**src/rtl/updown_counter_bank_if.sv**
```systemverilog
`default_nettype none
// ============================================================================
//  Module      : updown_counter_bank_if
//  Description : Control/status bundle for updown_counter_bank.
//                master drives clr/load/up/down/data and observes the
//                count and flag outputs; slave is the counter bank side.
//  Signals     : clr      - synchronous clear of all channels
//                load     - per-channel load strobe            [CH]
//                up       - per-channel increment request      [CH]
//                down     - per-channel decrement request      [CH]
//                data     - load values, channel i at [i*W +: W]
//                count    - counter values, channel i at [i*W +: W]
//                at_max   - count[i] == MAX                    [CH]
//                at_min   - count[i] == 0                      [CH]
//                wrap     - one-cycle wrap pulse               [CH]
//                any_wrap - OR of wrap
//  Revision    : 1.0 - initial release
// ============================================================================
interface updown_counter_bank_if #(
   parameter int W  = 8,
   parameter int CH = 4
) ();
   logic              clr;
   logic [CH-1:0]     load;
   logic [CH-1:0]     up;
   logic [CH-1:0]     down;
   logic [CH*W-1:0]   data;
   logic [CH*W-1:0]   count;
   logic [CH-1:0]     at_max;
   logic [CH-1:0]     at_min;
   logic [CH-1:0]     wrap;
   logic              any_wrap;

   modport master (
      output clr, load, up, down, data,
      input  count, at_max, at_min, wrap, any_wrap
   );

   modport slave (
      input  clr, load, up, down, data,
      output count, at_max, at_min, wrap, any_wrap
   );
endinterface
`default_nettype wire

```
**src/rtl/updown_counter_bank.sv**
```systemverilog
`default_nettype none
// ============================================================================
//  Module      : updown_counter_bank
//  Description : CH independent W-bit up/down counters sharing a terminal
//                value MAX, with wrap (SAT=0) or saturate (SAT=1) behaviour.
//                Per-channel priority: clr > load > step. Loads are clamped
//                to MAX so a count never exceeds the terminal value.
//  Ports       : clk    - clock, rising edge active
//                arst_n - asynchronous active-low reset
//                bus    - updown_counter_bank_if.slave (control + status)
//  Revision    : 1.0 - initial release
// ============================================================================
module updown_counter_bank #(
   parameter int             W   = 8,
   parameter int             CH  = 4,
   parameter logic [W-1:0]   MAX = {W{1'b1}},
   parameter int             SAT = 0
) (
   input  logic                   clk,
   input  logic                   arst_n,
   updown_counter_bank_if.slave   bus
);

   localparam logic [W-1:0] c_ZERO = '0;
   localparam logic [W-1:0] c_ONE  = W'(1);

   logic [CH*W-1:0] count_vec;
   logic [CH-1:0]   at_max_vec;
   logic [CH-1:0]   at_min_vec;
   logic [CH-1:0]   wrap_vec;

   generate
      for (genvar gi = 0; gi < CH; gi++) begin : g_ch
         logic [W-1:0] count_q;
         logic [W-1:0] count_d;
         logic         wrap_q;
         logic         wrap_d;
         logic [W-1:0] data_w;
         logic         inc_w;
         logic         dec_w;

         assign data_w = bus.data[gi*W +: W];
         // up and down together cancel out and hold the count
         assign inc_w  = bus.up[gi] & ~bus.down[gi];
         assign dec_w  = bus.down[gi] & ~bus.up[gi];

         always_comb begin
            count_d = count_q;
            wrap_d  = 1'b0;
            if (bus.clr) begin
               count_d = c_ZERO;
            end else if (bus.load[gi]) begin
               count_d = (data_w > MAX) ? MAX : data_w;
            end else if (inc_w) begin
               if (count_q == MAX) begin
                  // saturate mode keeps MAX (the default above)
                  if (SAT == 0) begin
                     count_d = c_ZERO;
                     wrap_d  = 1'b1;
                  end
               end else begin
                  count_d = count_q + c_ONE;
               end
            end else if (dec_w) begin
               if (count_q == c_ZERO) begin
                  if (SAT == 0) begin
                     count_d = MAX;
                     wrap_d  = 1'b1;
                  end
               end else begin
                  count_d = count_q - c_ONE;
               end
            end
         end

         always_ff @(posedge clk or negedge arst_n) begin
            if (!arst_n) begin
               count_q <= c_ZERO;
               wrap_q  <= 1'b0;
            end else begin
               count_q <= count_d;
               wrap_q  <= wrap_d;
            end
         end

         assign count_vec[gi*W +: W] = count_q;
         assign at_max_vec[gi]       = (count_q == MAX);
         assign at_min_vec[gi]       = (count_q == c_ZERO);
         assign wrap_vec[gi]         = wrap_q;
      end
   endgenerate

   assign bus.count    = count_vec;
   assign bus.at_max   = at_max_vec;
   assign bus.at_min   = at_min_vec;
   assign bus.wrap     = wrap_vec;
   assign bus.any_wrap = |wrap_vec;

endmodule
`default_nettype wire

```
**src/flat_wrapper.sv**
```systemverilog
// flat-port wrapper written by rule: the top's interface ports become plain ports
module updown_counter_bank_flat 
#(
   parameter int             W   = 8,
   parameter int             CH  = 4,
   parameter logic [W-1:0]   MAX = {W{1'b1}},
   parameter int             SAT = 0
)
  (clk, arst_n, bus_clr, bus_load, bus_up, bus_down, bus_data, bus_count, bus_at_max, bus_at_min, bus_wrap, bus_any_wrap);
  updown_counter_bank_if #(.W(W), .CH(CH)) bus_i ();
  input  logic clk;
  input  logic arst_n;
  input wire logic [$bits(bus_i.clr)-1:0] bus_clr;
  input wire logic [$bits(bus_i.load)-1:0] bus_load;
  input wire logic [$bits(bus_i.up)-1:0] bus_up;
  input wire logic [$bits(bus_i.down)-1:0] bus_down;
  input wire logic [$bits(bus_i.data)-1:0] bus_data;
  output wire logic [$bits(bus_i.count)-1:0] bus_count;
  output wire logic [$bits(bus_i.at_max)-1:0] bus_at_max;
  output wire logic [$bits(bus_i.at_min)-1:0] bus_at_min;
  output wire logic [$bits(bus_i.wrap)-1:0] bus_wrap;
  output wire logic [$bits(bus_i.any_wrap)-1:0] bus_any_wrap;
  assign bus_i.clr = bus_clr;
  assign bus_i.load = bus_load;
  assign bus_i.up = bus_up;
  assign bus_i.down = bus_down;
  assign bus_i.data = bus_data;
  assign bus_count = bus_i.count;
  assign bus_at_max = bus_i.at_max;
  assign bus_at_min = bus_i.at_min;
  assign bus_wrap = bus_i.wrap;
  assign bus_any_wrap = bus_i.any_wrap;
  updown_counter_bank #(.W(W), .CH(CH), .MAX(MAX), .SAT(SAT)) u_core (.clk(clk), .arst_n(arst_n), .bus(bus_i));
endmodule
```
**config.mk**
```make
export PLATFORM = sky130hd
export DESIGN_NAME = updown_counter_bank_flat
export DESIGN_NICKNAME = d
export VERILOG_FILES = /design/src/rtl/updown_counter_bank_if.sv /design/src/rtl/updown_counter_bank.sv /design/src/flat_wrapper.sv
export SDC_FILE = /design/constraint.sdc
export NUM_CORES = 1
export LEC_CHECK = 0
export ABC_AREA = 1
export CAP_MARGIN = 10
export CORE_MARGIN = 4
export CORE_UTILIZATION = 55
export DETAILED_ROUTE_END_ITERATION = 10
export PLACE_DENSITY = 0.85
export SYNTH_ARGS = -nofsm -noshare
export SYNTH_HDL_FRONTEND = slang
export SYNTH_SLANG_ARGS = --single-unit
```
**constraint.sdc**
```tcl
create_clock -name clk -period 3.2 [get_ports clk]
set_input_delay 0.48 -clock clk [delete_from_list [all_inputs] [get_ports clk]]
set_output_delay 0.48 -clock clk [all_outputs]
set_load 0.03 [all_outputs]
```
==> results of run 1 <==
-- registers in the layout, indices dropped and copies added, names as in the netlist --
signal,count
u_core.g_ch.wrap_q,4
u_core.g_ch.count_q,32
-- metrics by stage --
stage / utilization [%] / total power, mW
final: 71.9 / 1.78
after global placement: 70.5 / 1.42
after CTS: 71.9 / 1.78
after detailed placement: 70.5 / 1.44
after global routing: 71.9 / 1.91
after floorplan: - / 1.15
-- path summary, 6_finish.rpt --
| check | slack (ps) | cells after the start | to | start |
|---|---|---|---|---|
| setup / recovery | 630 | 5 | bus_at_min[0] | u_core.g_ch[0].count_q[0] |
| hold / removal | 290 | 1 | u_core.g_ch[3].count_q[7] | arst_n |
| setup reg to reg | 1550 | 8 | u_core.g_ch[0].count_q[4] | u_core.g_ch[0].count_q[0] |
| hold reg to reg | 620 | 2 | u_core.g_ch[3].count_q[7] | u_core.g_ch[3].count_q[7] |
| max in group asynchronous | 2390 | 1 | u_core.g_ch[3].count_q[0] | arst_n |
| min in group clk | 620 | 2 | u_core.g_ch[3].count_q[7] | u_core.g_ch[3].count_q[7] |
-- cells in the mapped netlist --
master	n
sky130_fd_sc_hd__xnor2_1	4
sky130_fd_sc_hd__nand4_2	1
sky130_fd_sc_hd__nand3_2	2
sky130_fd_sc_hd__buf_4	7
sky130_fd_sc_hd__nand2_2	4
sky130_fd_sc_hd__o21ai_1	10
sky130_fd_sc_hd__clkbuf_2	2
sky130_fd_sc_hd__clkbuf_1	1
sky130_fd_sc_hd__nand2_1	182
sky130_fd_sc_hd__a21oi_1	18
sky130_fd_sc_hd__nor2_2	8
sky130_fd_sc_hd__o22ai_1	6
sky130_fd_sc_hd__xor2_1	11
sky130_fd_sc_hd__nor2_4	10
sky130_fd_sc_hd__inv_1	71
sky130_fd_sc_hd__o211ai_2	1
sky130_fd_sc_hd__nand3_1	53
sky130_fd_sc_hd__buf_6	1
sky130_fd_sc_hd__nor3_2	1
sky130_fd_sc_hd__o21ai_0	38
sky130_fd_sc_hd__nor2_1	75
sky130_fd_sc_hd__o211ai_1	3
sky130_fd_sc_hd__a21o_1	1
sky130_fd_sc_hd__nand4_1	5
sky130_fd_sc_hd__ha_1	20
sky130_fd_sc_hd__inv_2	7
sky130_fd_sc_hd__buf_2	13
sky130_fd_sc_hd__dfrtp_1	36
sky130_fd_sc_hd__or4_1	1
sky130_fd_sc_hd__o21ai_2	1
sky130_fd_sc_hd__nor3_1	1
sky130_fd_sc_hd__a21boi_0	4
-- report_power, final --
| group | switching (mW) | leakage (nW) | internal [mW] |
|---|---|---|---|
| clock network | 0.169 | 0.0455 | 0.176 |
| logic | 0.498 | 1.79 | 0.332 |
| registers | 0.107 | 0.465 | 0.503 |
| total | 0.774 | 2.30 | 1.01 |
-- logic make-up after synthesis --
kind of cell    share of synthesized area [%]
simple gates                             41.0
compound gates                           12.2
xor+xnor                                 3.58
flops                                    24.5
fa+ha+maj                                6.82
buf+inv                                  11.9
-- layer usage --
metal | track usage (%) | vias up | part of all wire [%]
met5 | 0 | - | 0
met4 | 11.1 | 0 | 2.8
met3 | 4.09 | 31 | 8.7
met2 | 43.0 | 223 | 48
met1 | 33.3 | 1814 | 41
li1 | - | 2033 | -
-- layout make-up --
type	instances	area (um^2)
Clock buffer	8	90.1
Fill cell	573	1800
Tap cell	77	96.3
Multi-Input combinational cell	460	2330
Sequential cell	36	901
Inverter	78	293
Timing Repair Buffer	91	906
-- critical path: cells and delay by family (launching register included) --
family,cells,cell delay [ps]
AND/OR/NAND/NOR,2,320
buffers and inverters,2,880
flip-flops,1,440
adder cells (fa/ha/maj),1,170
==> parameters.txt, run 1 <==
Parameter                              Value

Finish
  Total inserted antenna cells ... 0
  Most frequent cells in the layout ... 182 x sky130_fd_sc_hd__nand2_1, 90 x sky130_fd_sc_hd__clkdlybuf4s50_1, 75 x sky130_fd_sc_hd__nor2_1
  Most common cell after layout, fill and taps aside ... sky130_fd_sc_hd__nand2_1
  Fin cells ... 750
  Syn-to-layout area delta ... 25.9%
  Post-route standard cell area excluding fillers ... 4620 um^2
  Net count reported at finish ... 739
  Share of final-layout standard cells stronger than drive strength 1 ... 6.24%

Floorplanning
  Die height ... 89.7 um
  Placeable core region ... 6420 um^2
  Starting Density ... 57.2%
  Die Area ... 8050 um^2
  Boundary Pins ... 92
  Std cell rows ... 29
  Horizontal die dimension ... 89.7 um

Worst setup path
  Crit Path Class ... flop to output port
  Worst Path Max Fanout ... 6
  Critical Path Sink Type ... output port
  Cells along the critical path ... inv_1 -> ha_1 -> nand3_1 -> nor2_4 -> clkdlybuf4s50_1
  Largest incremental delay on the critical path ... 700 ps
  CP Data Arrival Time ... 2090 ps
  Critical path required time ... 2720 ps
  Critical-path top delay cell ... sky130_fd_sc_hd__clkdlybuf4s50_1
  Category of the worst setup path launch point ... flop

Clock network
  Number of buffers added to fix hold violations after cts ... 0
  CTS tree ... done
  Post-CTS setup buffer count ... 0
  H-tree lvl count ... 2
  Maximum buffer depth of the clock tree ... 2
  Post-CTS Resized ... 0
  Skew-Pair Late Insertion Delay ... 290 ps
  Number of sinks on the clock net ... 36
  Number of CTS-inserted buffers ... 5
  CTS clock-pin slew for the worst setup and hold paths ... 70 ps
  CTS Root Cell ... sky130_fd_sc_hd__clkbuf_8

STA
  Number of hold-slack violations in the final timing report ... 0
  Worst hold slack across all endpoints ... 285 ps
  Unrepaired setup endpoints after global routing ... no
  Worst relative slew slack ... 44.7%
  Maximum clock frequency ... 389 MHz
  Worst Setup Slack, final ... 632 ps
  Count of endpoints failing setup in the final report ... 0
  Setup TNS ... 0 ps
  Worst clock skew on the final layout ... 3.21 ps
  Final period demand of the worst path ... 2570 ps
  Transition time at the pin with the least slew margin ... 829 ps
  Max-slew violations ... 0
  Share of the clock period used by the worst path ... 80.2%

Route
  Drt first pass iters ... 6
  Count of antenna-violating nets left after detailed routing ... 0
  Post-DR vias/cell ... 5.47
  Per-cell routed wire length ... 13.9 um
  Total wire length after detailed routing ... 10400 um
  Via count ... 4101
  1st-iter DRT viols ... 255
  DRC violation count after routing ... 0

Power and ir drop
  Leakage dissipation ... 2.30 nW
  Peak VDD IR ... 0.211 mV
  Pwr/cell area ... 386 nW/um^2

Logic synthesis
  Number of distinct library cells after synthesis ... 32
  Dominant cells by area after synthesis ... sky130_fd_sc_hd__dfrtp_1 25%, sky130_fd_sc_hd__nand2_1 19%, sky130_fd_sc_hd__nor2_1 7.7%
  Part of the Yosys area used for sequential elements ... 24.5%
  Flops & latches, synth ... 36
  Cell accounting for the most synthesized area ... sky130_fd_sc_hd__dfrtp_1
  Post-synthesis area per instance ... 6.14 um^2
  Post-synth net total ... 665
  Mapped cell area ... 3670 um^2
  Synthesized netlist cell count ... 598
  Share of Yosys cell area claimed by the top area cell type ... 24.5%
  Total number of yosys warnings ... 0

Global routing
  Total overflow reported by the global router ... 0
  Pin count of the biggest net entering global routing ... 37
  Global-route wire length before repair ... 17800 um
  Global router's overall resource usage ... 25.8%
  Initial antenna violation count ... 0
  Via count of the first global-routing pass ... 3954

Placement
  Cell total after placement ... 742
  Weighted congestion reported at the end of routability-driven placement ... 0.995
  Cell area after placement ... 4530 um^2
  Placed wire-length estimate after detailed placement ... 8120 um
  Worst slack at placement ... 954 ps
  Port Buffers ... 91

Worst hold path
  Worst min-delay path class ... input pin to asynchronous set/reset pin

Outcome
  Outcome ... complete, no violations

Job
  Max-cap violations ... 0
Note: power is estimated with default switching activity, not from simulation.
==> run 2: changes to the inputs <==
Settings changed: CORE_UTILIZATION 55 to 51, PLACE_DENSITY 0.85 to 0.79.
Clock period 3.2 ns to 2.55 ns, I/O delays scaled along.
==> parameters.txt, run 2 (synthesis gave the netlist of run 1 again) <==
Parameter                              Value

STA
  Setup TNS ... 0 ps
  Final period demand of the worst path ... 2450 ps
  Worst relative slew slack ... 43.6%
  Max-slew violations ... 0
  Number of hold-slack violations in the final timing report ... 0
  Maximum clock frequency ... 408 MHz
  Count of endpoints failing setup in the final report ... 0
  Worst clock skew on the final layout ... 7.31 ps
  Share of the clock period used by the worst path ... 96.1%
  Transition time at the pin with the least slew margin ... 846 ps
  Unrepaired setup endpoints after global routing ... no

Floorplanning
  Boundary Pins ... 92
  Std cell rows ... 30
  Horizontal die dimension ... 92.8 um
  Starting Density ... 53.2%
  Die Area ... 8620 um^2
  Placeable core region ... 6910 um^2
  Die height ... 92.8 um

Placement
  Weighted congestion reported at the end of routability-driven placement ... 0.940
  Port Buffers ... 91
  Cell total after placement ... 762
  Placed wire-length estimate after detailed placement ... 8210 um

Clock network
  Maximum buffer depth of the clock tree ... 2
  CTS Root Cell ... sky130_fd_sc_hd__clkbuf_8
  CTS tree ... done
  Skew-Pair Late Insertion Delay ... 290 ps
  Post-CTS setup buffer count ... 0
  H-tree lvl count ... 2
  CTS clock-pin slew for the worst setup and hold paths ... 80 ps
  Number of CTS-inserted buffers ... 5
  Number of sinks on the clock net ... 36

Finish
  Largest registers ... u_core.g_ch.count_q x32, u_core.g_ch.wrap_q x4
  Max reg flops ... 32
  Syn-to-layout area delta ... 27.6%
  Net count reported at finish ... 740
  Largest register by flop count ... u_core.g_ch.count_q
  Fin cells ... 770
  Most common cell after layout, fill and taps aside ... sky130_fd_sc_hd__nand2_1
  Post-Route Utilization ... 67.8%
  Share of final-layout standard cells stronger than drive strength 1 ... 6.68%
  Most frequent cells in the layout ... 182 x sky130_fd_sc_hd__nand2_1, 86 x sky130_fd_sc_hd__clkdlybuf4s50_1, 75 x sky130_fd_sc_hd__nor2_1
  Number of fill cells ... 666
  Total inserted antenna cells ... 0

Worst setup path
  CP Data Arrival Time ... 2070 ps
  Worst Path Max Fanout ... 6
  Critical path required time ... 2170 ps
  Crit Path Class ... flop to output port
  Critical Path Sink Type ... output port
  Category of the worst setup path launch point ... flop

Route
  DRC violation count after routing ... 0
  Count of antenna-violating nets left after detailed routing ... 0
  Per-cell routed wire length ... 13.7 um
  Amount of wire on met2 after detailed routing ... 5210 um
  Met3 WL ... 803 um
  Via count ... 4052
  Drt first pass iters ... 5
  Post-DR vias/cell ... 5.26
  Highest metal layer used by the detailed router ... met4
  1st-iter DRT viols ... 127
  DRT met1 WL ... 4390 um
  Total wire length after detailed routing ... 10500 um

Worst hold path
  Worst min-delay path class ... input pin to asynchronous set/reset pin

Global routing
  Global router's overall resource usage ... 25.0%
  Via count of the first global-routing pass ... 3949
  Global-route wire length before repair ... 17700 um
  Initial antenna violation count ... 0
  Total overflow reported by the global router ... 0
  Pin count of the biggest net entering global routing ... 37

Power and ir drop
  Design Power ... 2.33 mW
  Leakage dissipation ... 2.39 nW
  Pwr/cell area ... 497 nW/um^2
  Peak VDD IR ... 0.294 mV

Job
  Max-cap violations ... 0

Outcome
  Outcome ... complete, no violations
## run 2: changes by cell type in the layout (fill, tap and decap cells not counted)
cell,previous run,this run
sky130_fd_sc_hd__buf_4,0,1
sky130_fd_sc_hd__clkbuf_8,6,5
sky130_fd_sc_hd__clkdlybuf4s50_1,90,86
sky130_fd_sc_hd__dlymetal6s2s_1,0,4
sky130_fd_sc_hd__bufinv_16,0,1
sky130_fd_sc_hd__clkbuf_1,2,0
sky130_fd_sc_hd__clkinv_2,0,1
sky130_fd_sc_hd__clkinvlp_4,0,1
## run 2: critical path: stages, from the launching register on
cell,delay (ps)
sky130_fd_sc_hd__dfrtp_1,430
sky130_fd_sc_hd__inv_1,170
sky130_fd_sc_hd__ha_1,180
sky130_fd_sc_hd__nand3_1,110
sky130_fd_sc_hd__nor2_4,190
sky130_fd_sc_hd__clkdlybuf4s50_1,690
## run 2: path summary, 6_finish.rpt
path | slack (ps) | depth (start not counted) | end | from
max | 100 | 5 | bus_at_min[0] | u_core.g_ch[0].count_q[0]
min | 180 | 1 | u_core.g_ch[0].count_q[7] | arst_n
max reg2reg | 900 | 10 | u_core.g_ch[2].count_q[5] | u_core.g_ch[2].count_q[0]
min reg2reg | 580 | 2 | u_core.g_ch[0].count_q[0] | u_core.g_ch[0].count_q[0]
max in group asynchronous | 1830 | 1 | u_core.g_ch[3].count_q[7] | arst_n
min in group clk | 580 | 2 | u_core.g_ch[0].count_q[0] | u_core.g_ch[0].count_q[0]
## run 2: stage by stage
stage	setup WS, ps	instance area (um^2)	hold WS (ps)
floorplan	818	3670	86.9
global placement	461	4560	533
global route	1.95	4680	254
detailed placement	422	4560	541
finish	101	4680	181
CTS	82.6	4670	219
## run 2: layout make-up
type / count / area [um^2] / area share (%)
clock buffer: 5 / 68.8 / 1.47
clock inverter: 3 / 42.5 / 0.908
inverter: 78 / 293 / 6.25
multi-input combinational: 460 / 2330 / 49.9
sequential: 36 / 901 / 19.2
tap: 96 / 120 / 2.56
timing repair buffer: 92 / 923 / 19.7
## run 2: where the power goes
| part | switching [mW] | total, mW | internal (mW) |
|---|---|---|---|
| Clock | 0.236 | 0.525 | 0.290 |
| Combinational | 0.623 | 1.04 | 0.418 |
| Sequential | 0.132 | 0.762 | 0.630 |
| Total | 0.990 | 2.33 | 1.34 |
## run 2: repair_timing
item | 4_1_cts | 5_1_grt
setup endpoints to repair | 0 | 4
hold buffers | 0 | 0
resized for setup | 0 | 4
## run 2: layer usage
metal,up-vias,GRT usage [%]
li1,2026,-
met1,1843,30.9
met2,167,43.8
met3,16,4.63
met4,0,7.94
met5,-,0
==> run 3: changes to the inputs <==
==> constraint.sdc (replaced) <==
create_clock -name clk -period 2.55 [get_ports clk]
set_input_delay 0.51 -clock clk [delete_from_list [all_inputs] [get_ports clk]]
set_output_delay 0.51 -clock clk [all_outputs]
set_load 0.03 [all_outputs]
==> parameters.txt, run 3 (synthesis gave the netlist of run 1 again) <==
Parameter                              Value

STA
  Share of the clock period used by the worst path ... 91.1%
  Maximum clock frequency ... 431 MHz
  Unrepaired setup endpoints after global routing ... no
  Count of endpoints failing setup in the final report ... 0
  Setup TNS ... 0 ps
  Final period demand of the worst path ... 2320 ps
  Transition time at the pin with the least slew margin ... 814 ps
  Worst clock skew on the final layout ... 3.70 ps
  Worst relative slew slack ... 45.7%
  Number of hold-slack violations in the final timing report ... 0
  Max-slew violations ... 0
  Worst hold slack across all endpoints ... 297 ps

Worst setup path
  Crit Path Class ... flop to output port
  Startpoint of the lowest-slack register-to-register path ... u_core.g_ch[2].count_q[0]
  Depth of the most critical reg-to-reg path ... 10
  End of the worst register-to-register path ... u_core.g_ch[2].count_q[5]
  Crit path capture ... bus_any_wrap
  Reg-to-reg slack, setup ... 890 ps
  Critical Path Sink Type ... output port
  Category of the worst setup path launch point ... flop
  Timing startpoint of the critical path ... u_core.g_ch[2].wrap_q
  Critical path required time ... 2040 ps
  Worst Path Max Fanout ... 2
  CP Data Arrival Time ... 1810 ps

Clock network
  Number of CTS-inserted buffers ... 5
  Number of sinks on the clock net ... 36
  CTS tree ... done
  Post-CTS setup buffer count ... 0
  Maximum buffer depth of the clock tree ... 2
  H-tree lvl count ... 2
  Skew-Pair Late Insertion Delay ... 290 ps
  CTS clock-pin slew for the worst setup and hold paths ... 80 ps
  Number of buffers added to fix hold violations after cts ... 0
  CTS Root Cell ... sky130_fd_sc_hd__clkbuf_8
  Post-CTS Resized ... 4

Global routing
  Pin count of the biggest net entering global routing ... 37
  Global router's overall resource usage ... 23.8%
  Global-route wire length before repair ... 16900 um
  Total overflow reported by the global router ... 0
  Initial antenna violation count ... 0
  Via count of the first global-routing pass ... 3758

Finish
  Net count reported at finish ... 742
  Most common cell after layout, fill and taps aside ... sky130_fd_sc_hd__nand2_1
  Post-route standard cell area excluding fillers ... 4690 um^2
  Syn-to-layout area delta ... 27.8%
  Total inserted antenna cells ... 0
  Largest registers ... u_core.g_ch.count_q x32, u_core.g_ch.wrap_q x4
  Share of final-layout standard cells stronger than drive strength 1 ... 6.95%
  Post-Route Utilization ... 68.0%
  Max reg flops ... 32
  Most frequent cells in the layout ... 182 x sky130_fd_sc_hd__nand2_1, 82 x sky130_fd_sc_hd__clkdlybuf4s50_1, 75 x sky130_fd_sc_hd__nor2_1
  Largest register by flop count ... u_core.g_ch.count_q

Floorplanning
  Std cell rows ... 30
  Horizontal die dimension ... 92.8 um
  Starting Density ... 53.2%
  Die height ... 92.8 um
  Boundary Pins ... 92
  Die Area ... 8620 um^2
  Placeable core region ... 6910 um^2

Route
  Post-DR vias/cell ... 5.23
  Per-cell routed wire length ... 13.2 um
  Count of antenna-violating nets left after detailed routing ... 0
  Via count ... 4041
  1st-iter DRT viols ... 154
  Drt first pass iters ... 4
  DRC violation count after routing ... 0
  Total wire length after detailed routing ... 10200 um

Power and ir drop
  Pwr/cell area ... 492 nW/um^2
  Net Switching ... 0.971 mW
  Sequential share of power ... 32.6%
  Leakage dissipation ... 2.41 nW
  Design Power ... 2.31 mW
  Power share of the combinational group ... 45.4%
  Power Internal ... 1.34 mW
  Proportion of total power due to net switching ... 42.0%
  Peak VDD IR ... 0.345 mV
  Portion of total power attributed to the clock network ... 22.0%

Placement
  Cell area after placement ... 4580 um^2
  Port Buffers ... 91
  Weighted congestion reported at the end of routability-driven placement ... 0.947
  Placed wire-length estimate after detailed placement ... 8090 um

Worst hold path
  Worst min-delay path class ... input pin to asynchronous set/reset pin

Job
  Max-cap violations ... 0

Outcome
  Outcome ... complete, no violations
[run 3: cell count changes in the layout (fill, tap and decap cells not counted), sizes merged]
cell,before,now
clkdlybuf4s50,86,82
dlygate4sd2,0,4
buf,2,4
[run 3: critical path, stage by stage, from the launching register on]
cell and delay [ps]:
sky130_fd_sc_hd__dfrtp_1 400, sky130_fd_sc_hd__or4_1 510, sky130_fd_sc_hd__clkdlybuf4s50_1 610
[run 3: worst min-delay path by stage]
stage,startpoint,endpoint,cells after the start
3_5_place_dp,u_core.g_ch[0].count_q[0],u_core.g_ch[0].count_q[0],2
5_1_grt,arst_n,u_core.g_ch[0].count_q[7],1
4_1_cts,arst_n,u_core.g_ch[0].count_q[7],1
2_1_floorplan,arst_n,u_core.g_ch[0].count_q[0],0
3_3_place_gp,u_core.g_ch[0].count_q[0],u_core.g_ch[0].count_q[0],2
6_report,arst_n,u_core.g_ch[0].count_q[7],1
[run 3: power by group through the flow]
stage / logic (mW) / registers [mW] / clock network, mW
after global placement: 1.03 / 0.759 / 0
after detailed placement: 1.05 / 0.762 / 0
after floorplan: 0.620 / 0.829 / 0
final: 1.05 / 0.753 / 0.509
after CTS: 1.05 / 0.751 / 0.524
after global routing: 1.16 / 0.769 / 0.549
[run 3: through the flow]
stage / std cells / worst slack, ps
6_report: 772 / 228
5_1_grt: 772 / 146
4_1_cts: 772 / 8.54
3_5_place_dp: 764 / 290
3_3_place_gp: 764 / 335
2_1_floorplan: 598 / 749
[run 3: metal layers]
metal,up-vias,wire length (um),GRT usage [%]
met4,0,113,6.47
li1,2029,-,-
met1,1841,4380,32.1
met2,160,4940,39.8
met3,11,793,3.66
met5,-,0,0
[run 3: area by class of cell]
type                    count  area [um^2]
flip-flops and latches     36          901
inverters                  78          293
repair buffers             94          933
fillers                   649         2210
clock buffers               5         68.8
well taps                  96          120
clock inverters             3         42.5
multi-input cells         460         2330
